[src/rtl/approx_div_32by16.sv]
`default_nettype none
// ============================================================================
//  Module      : approx_div_32by16
//  Description : Sequential restoring divider, 32-bit dividend / 16-bit
//                divisor -> 16-bit quotient and 16-bit remainder. One
//                quotient bit per cycle, valid/ready on both sides, one
//                transaction in flight at a time.
//
//  Ports       : clk, rst           - clock, synchronous active-high reset
//                in_valid/in_ready  - request handshake (in_ready = IDLE)
//                dividend, divisor  - operands, sampled on the accept edge
//                out_valid/out_ready- result handshake
//                quotient, remainder- result, held until out_ready
//                ovf                - quotient does not fit / divide by zero
//
//  Config      : APPROX_DIV_EN - when defined, only 12 iterations run;
//                quotient = {q[11:0], 4'b0000}, remainder forced to zero.
//
//  Revision    : 1.0 - initial release
// ============================================================================
module approx_div_32by16 (
    input  logic        clk,
    input  logic        rst,
    input  logic        in_valid,
    output logic        in_ready,
    input  logic [31:0] dividend,
    input  logic [15:0] divisor,
    output logic        out_valid,
    input  logic        out_ready,
    output logic [15:0] quotient,
    output logic [15:0] remainder,
    output logic        ovf
);

`ifdef APPROX_DIV_EN
    localparam logic [3:0] c_LAST_ITER = 4'd11;
`else
    localparam logic [3:0] c_LAST_ITER = 4'd15;
`endif

    typedef enum logic [1:0] {
        S_IDLE = 2'd0,
        S_CALC = 2'd1,
        S_DONE = 2'd2
    } state_t;

    state_t      state_q, state_d;
    logic [15:0] rem_q, rem_d;      // partial remainder R (bit 16 is always 0 between iterations)
    logic [15:0] quo_q, quo_d;      // shifts out dividend bits, shifts in quotient bits
    logic [15:0] div_q, div_d;
    logic [3:0]  cnt_q, cnt_d;
    logic [15:0] quotient_q, quotient_d;
    logic [15:0] remainder_q, remainder_d;
    logic        ovf_q, ovf_d;
    logic        out_valid_q, out_valid_d;

    // One restoring step: shift {R,Q} left, trial-subtract D at 17 bits.
    logic [16:0] w_shift_r;
    logic        w_ge;
    logic [15:0] w_rem_next;
    logic [15:0] w_quo_next;

    assign w_shift_r  = {rem_q, quo_q[15]};
    assign w_ge       = (w_shift_r >= {1'b0, div_q});
    // After a successful subtract the result is below D, so 16 bits suffice.
    assign w_rem_next = w_ge ? 16'(w_shift_r - {1'b0, div_q}) : w_shift_r[15:0];
    assign w_quo_next = {quo_q[14:0], w_ge};

    always_ff @(posedge clk) begin
        if (rst) begin
            state_q     <= S_IDLE;
            rem_q       <= '0;
            quo_q       <= '0;
            div_q       <= '0;
            cnt_q       <= '0;
            quotient_q  <= '0;
            remainder_q <= '0;
            ovf_q       <= 1'b0;
            out_valid_q <= 1'b0;
        end else begin
            state_q     <= state_d;
            rem_q       <= rem_d;
            quo_q       <= quo_d;
            div_q       <= div_d;
            cnt_q       <= cnt_d;
            quotient_q  <= quotient_d;
            remainder_q <= remainder_d;
            ovf_q       <= ovf_d;
            out_valid_q <= out_valid_d;
        end
    end

    always_comb begin
        state_d     = state_q;
        rem_d       = rem_q;
        quo_d       = quo_q;
        div_d       = div_q;
        cnt_d       = cnt_q;
        quotient_d  = quotient_q;
        remainder_d = remainder_q;
        ovf_d       = ovf_q;
        out_valid_d = out_valid_q;

        case (state_q)
            S_IDLE: begin
                if (in_valid) begin
                    div_d = divisor;
                    rem_d = dividend[31:16];
                    quo_d = dividend[15:0];
                    cnt_d = '0;
                    // High half >= divisor means the quotient needs more than
                    // 16 bits; this also catches divisor == 0.
                    if (dividend[31:16] >= divisor) begin
                        quotient_d  = 16'hFFFF;
                        remainder_d = 16'h0000;
                        ovf_d       = 1'b1;
                        out_valid_d = 1'b1;
                        state_d     = S_DONE;
                    end else begin
                        state_d = S_CALC;
                    end
                end
            end
            S_CALC: begin
                rem_d = w_rem_next;
                quo_d = w_quo_next;
                cnt_d = cnt_q + 4'd1;
                if (cnt_q == c_LAST_ITER) begin
`ifdef APPROX_DIV_EN
                    // Low 12 bits of Q hold floor(dividend[31:4] / divisor).
                    quotient_d  = {w_quo_next[11:0], 4'b0000};
                    remainder_d = 16'h0000;
`else
                    quotient_d  = w_quo_next;
                    remainder_d = w_rem_next;
`endif
                    ovf_d       = 1'b0;
                    out_valid_d = 1'b1;
                    state_d     = S_DONE;
                end
            end
            S_DONE: begin
                if (out_ready) begin
                    out_valid_d = 1'b0;
                    state_d     = S_IDLE;
                end
            end
            default: begin
                state_d = S_IDLE;
            end
        endcase
    end

    assign in_ready  = (state_q == S_IDLE);
    assign out_valid = out_valid_q;
    assign quotient  = quotient_q;
    assign remainder = remainder_q;
    assign ovf       = ovf_q;

endmodule
`default_nettype wire
[config.mk]
export PLATFORM = sky130hd
export DESIGN_NAME = approx_div_32by16
export DESIGN_NICKNAME = d
export VERILOG_FILES = /design/src/rtl/approx_div_32by16.sv
export SDC_FILE = /design/constraint.sdc
export NUM_CORES = 1
export LEC_CHECK = 0
export CAP_MARGIN = 0
export CORE_UTILIZATION = 57
export DETAILED_ROUTE_END_ITERATION = 6
export PLACE_DENSITY = 0.93
export RECOVER_POWER = 100
export SLEW_MARGIN = 20
export SYNTH_ARGS = -nofsm -noshare
export SYNTH_HDL_FRONTEND = slang
export SYNTH_SLANG_ARGS = --single-unit
[constraint.sdc]
create_clock -name clk -period 5.7 [get_ports clk]
set_input_delay 0.855 -clock clk [delete_from_list [all_inputs] [get_ports clk]]
set_output_delay 0.855 -clock clk [all_outputs]
set_load 0.02 [all_outputs]
After elaboration in Yosys (flattened, before gate mapping):

Cells that the tools add are included.

* register bits: 88
* output and inout port bits: 35

* add/sub/neg operators: 2
* $lt $le $gt $ge: 2
* equality and inequality tests: 7
* mux-type cells: 27
* reduce and logical (&&, ||, !) cells: 8

Operators by type and width (count)
* two-way mux 16 bit: 9
* case mux 16 bit (2 select lines): 4
* >= comparator 17 x 16 -> 1 bit: 1
* >= comparator 16 bit: 1
* subtractor 16 bit: 1
* two-way mux 2 bit: 4
* case mux 4 bit (2 select lines): 1
* inequality test 2 bit (second input constant): 3
* case mux 2 bit (3 select lines): 1
* two-way mux 1 bit: 5
* AND reduction 5 bit: 1
* adder 4 x 1 -> 4 bit (second input constant): 1
* equality test 4 bit (second input constant): 1
* two-way mux 4 bit: 1
* AND reduction 2 bit: 2
* AND reduction 4 bit: 1
* case mux 1 bit (3 select lines): 1
* AND reduction 3 bit: 1
* nonzero test 3 bit: 1
* equality test 2 x 1 -> 1 bit (second input constant): 1
* equality test 2 bit (second input constant): 1
* zero test 2 bit: 1
* inequality test 2 x 1 -> 1 bit (second input constant): 1
* case mux 1 bit (2 select lines): 1
* nonzero test 2 bit: 1

Longest topological paths before layout:

* depth in word-level cells: 4
* gate-level depth with buffers: 11
* depth with buffers taken out: 11

Worst setup path before layout:

No wires, ideal clock.

* kind: input port to flip-flop
* start: in dividend[16]
* end: reg remainder_q[14] (netlist: remainder[14])
* library setup time: 0.142 ns
* data arrival time: 2.498 ns
* data required time: 5.558 ns
* path slack: 3.060 ns
* stages: 10
* buffers on the path: 2
* path through: inv_1 ha_1 nand2b_1 a211oi_1 o211a_1 a211oi_1 o21a_1 buf_2 buf_1 a311oi_1

* longest elaborated chain between the ends: 3

RTL lines
* start: declaration: line 26 `input logic [31:0] dividend,`
* >= comparator 16 bit: line 113 `if (dividend[31:16] >= divisor) begin`
* inequality test 2 x 1 -> 1 bit (no source line)
* AND reduction 4 bit (no source line)
* end signal: assignment: line 87 `remainder_q <= remainder_d;`
* end: declaration: line 53 `logic [15:0] remainder_q, remainder_d;`

No other way between the ends.
A chain may end at the register's enable or synchronous reset.

Worst setup path after layout:

* start: in dividend[16]
* end: reg remainder_q[15] (netlist: remainder[15])

Same word-level chain as after synthesis.

==> qor.csv <==
metric,value,unit
Most used DFF post-synth,dfxtp_1,
Max rail drop VDD,0.000150,V
site row count,33,
met2 usage,52.3,%
"Distinct cells, synth",58,
netlist area before placement,4910,um2
Post-CTS Hold Buffers,0,
Static Leak,0.00242,uW
Setup Buffers After CTS,0,
R2R setup slack,2130,ps
Ports,87,
Hold EP,div_q[5],
syn nets,706,
P_sw,909,uW
DP Wirelength,9490,um
final-report setup violation count,0,
global-route wire length before repair,21600,um
largest net degree at the start of global routing,60,
count of final max-slew check failures,99,
total CTS buffers,9,
CP Max Fanout,44,
worst r2r path cells,5,
GRT busiest layer,met2,
Resized Gates After CTS,0,
synthesized instance count,620,
share of cells above drive strength 1,5.67,%
sequential cell area fraction in the yosys report,35.9,%
final worst path period need,4300,ps
# H-tree levels,3,
Yosys Warn Count,0,
GPL Wtd Cong,0.933,
Min-Delay Startpoint,div_q[5],
internal power,1240,uW
Placed Cells,777,
CP required,5970,ps
post-synthesis async set-or-reset flop share,0,%
ANT cells,0,
number of synthesized flops with an enable pin,0,
failing checks,"max-capacitance violations, max-slew violations",
Reg power frac,34.7,%
CTS root buf,clkbuf_8,
CTS sink cnt,88,
fill count,664,
Area Growth Syn to Fin,21.4,%
RSZ-0062 raised after global routing,false,
GRT met3 Usage,6.20,%
GRT Overall Usage,31.1,%
r2r startpoint,state_q[1],
antenna violations before repair,0,
DR vias/cell,6.10,
slew margin rel.,-83.0,%
Final Total Pwr,2150,uW
RR Endpoint,rem_q[15],
DR iter-0 viols,256,
Max-Cap Viols,2,
clk_lat worst skew,380,ps
CTS tree,yes,
CP startpoint kind,input port,
final cell count without fillers,793,
Hold Path Class,reg -> reg,
deepest clock path buffer count,2,
syn avg cell area,7.92,um2
Final Core Density,72.1,%
Critical Path AT,4580,ps
post-layout net count,769,
Crit. End Element,flop,
power share of the clock group,20.1,%
WS Path Type,in -> reg,
vias in the first global route,4568,
DR vias,4834,
Floorplan Core Area,8260,um2
Hold Fails Final Rpt,0,
Fin Clk Skew,16.2,ps
grt met1 use,39.3,%
worst slew pin tran,2740,ps
Hold WS,461,ps
drt drc,0,
# port buffers,86,
wire per inst,16.8,um
Die X,94.8,um
switching power share of the total,42.3,%
fmax,0.232,GHz
outcome,"complete, but fails checks",
initial core utilization,59.4,%
Sum Neg Setup Slack,0,ps
routed wire length,13400,um
GR Overflow Total,0,
P per Cell Area,361,nW/um2
total iterations of the first detailed-routing run,5,
"FF+latch count, synth",88,
ANT nets after route,0,
period utilisation layout,75.5,%
full die area,8990,um2
Logic pwr share,45.2,%
Worst-path clk slew,100,ps
hold path cells,2,
die height,94.8,um
==> per-stage QoR <==
step | worst slack [ps] | area [um2]
2_1_floorplan | 3060 | 4910
3_3_place_gp | 2210 | 5760
3_5_place_dp | 2090 | 5760
4_1_cts | 2480 | 5960
5_1_grt | 1180 | 5960
6_report | 1400 | 5960
==> Yosys cell counts (2+ instances only) <==
cell,n,share of area (%)
nor3_1,8,0.82
buf_1,4,0.31
o21ai_0,16,1.6
a32oi_1,5,0.89
a221o_1,2,0.41
a211oi_1,27,4.1
o211ai_1,3,0.46
mux2i_1,6,1.2
o21ai_1,6,0.61
nand3_1,6,0.61
nor2_1,60,4.6
a21oi_1,47,4.8
a21o_1,6,0.92
o2111ai_1,3,0.54
clkbuf_1,26,2.0
buf_2,6,0.61
and3_1,6,0.76
o32ai_1,4,0.71
a21oi_2,3,0.54
dfxtp_1,88,36
or3_1,7,0.89
and2_1,4,0.51
a221oi_1,2,0.36
o21a_1,4,0.61
xor2_1,5,0.89
nand2b_1,3,0.38
ha_1,33,8.4
a311oi_1,26,4.6
a31o_2,6,1.1
a211oi_2,2,0.51
a21boi_0,2,0.31
nand2_1,110,8.4
nor2b_1,2,0.25
and4_1,3,0.54
nand4_1,3,0.38
inv_1,43,3.3
buf_6,2,0.46
a31oi_1,5,0.64
xnor2_1,7,1.2
==> power groups by stage <==
stage	logic, uW	registers, uW	clock network (uW)
floorplan	667	774	0
CTS	962	744	434
detailed placement	952	758	0
finish	973	745	432
global route	1050	754	465
global placement	933	754	0
==> worst max-delay path by stage <==
stage | startpoint | end | slack, ps | cells after the start
final | dividend[16] | remainder[15] | 1400 | 11
after detailed placement | dividend[16] | remainder[15] | 2090 | 11
after floorplan | dividend[16] | remainder[14] | 3060 | 10
after global routing | dividend[16] | remainder[15] | 1180 | 11
after global placement | divisor[9] | remainder[6] | 2210 | 11
after CTS | dividend[16] | remainder[15] | 2480 | 11
==> routing by layer <==
layer	wire, um	part of all wire (%)
met1	5750	43
met2	6590	49
met3	848	6.3
met4	167	1.3
met5	0	0
==> registers in the layout, summed over array words and instances (netlist names) <==
signal / cells
div_q: 16
quo_q: 16
quotient: 16
rem_q: 16
remainder: 16
cnt_q: 4
state_q: 2
out_valid: 1
ovf: 1
==> logic make-up after synthesis <==
group / share of synthesized area, %
fa+ha+maj: 8.82
flops: 35.9
simple gates: 19.8
compound gates: 25.5
mux: 1.22
buf+inv: 6.65
xor+xnor: 2.14
==> cell type report <==
class,instances,area (um2),share of cell area [%]
Clock buffer,9,124,2.08
Clock inverter,7,70.1,1.18
Inverter,43,161,2.71
Multi-Input combinational cell,451,2830,47.5
Sequential cell,88,1760,29.6
Tap cell,105,131,2.21
Timing Repair Buffer,90,878,14.7
==> cell usage in the layout (no fill, tap or decap), types with 3 or more instances in the layout <==
cell type and count:
clkbuf_8 9, a31oi_1 5, a21o_1 6, a31o_2 6
ha_1 33, dfxtp_1 88, or3_1 7, and4_1 3
inv_1 43, a32oi_1 5, o21ai_0 16, o21a_1 4
clkdlybuf4s50_1 48, a211oi_1 27, o211ai_1 3, and3_1 6
dlygate4sd3_1 37, nor2_1 59, a311oi_1 26, nand3_1 6
nand4_1 3, xnor2_1 7, a21oi_1 47, o32ai_1 4
inv_6 3, nand2_1 110, and2_1 3, mux2i_1 6
nor3_1 8, o2111ai_1 3, o21ai_1 6, xor2_1 5
a21oi_2 3
==> worst max-delay path, cell delays in order <==
cell and delay [ps]:
clkdlybuf4s50_1 470, inv_1 40, ha_1 260, nand2b_1 100, a211oi_1 70, o211a_1 260
a211oi_1 380, o21a_1 190, clkbuf_1 1350, mux2i_1 230, a311oi_1 350
(Power assumes the default switching activity.)
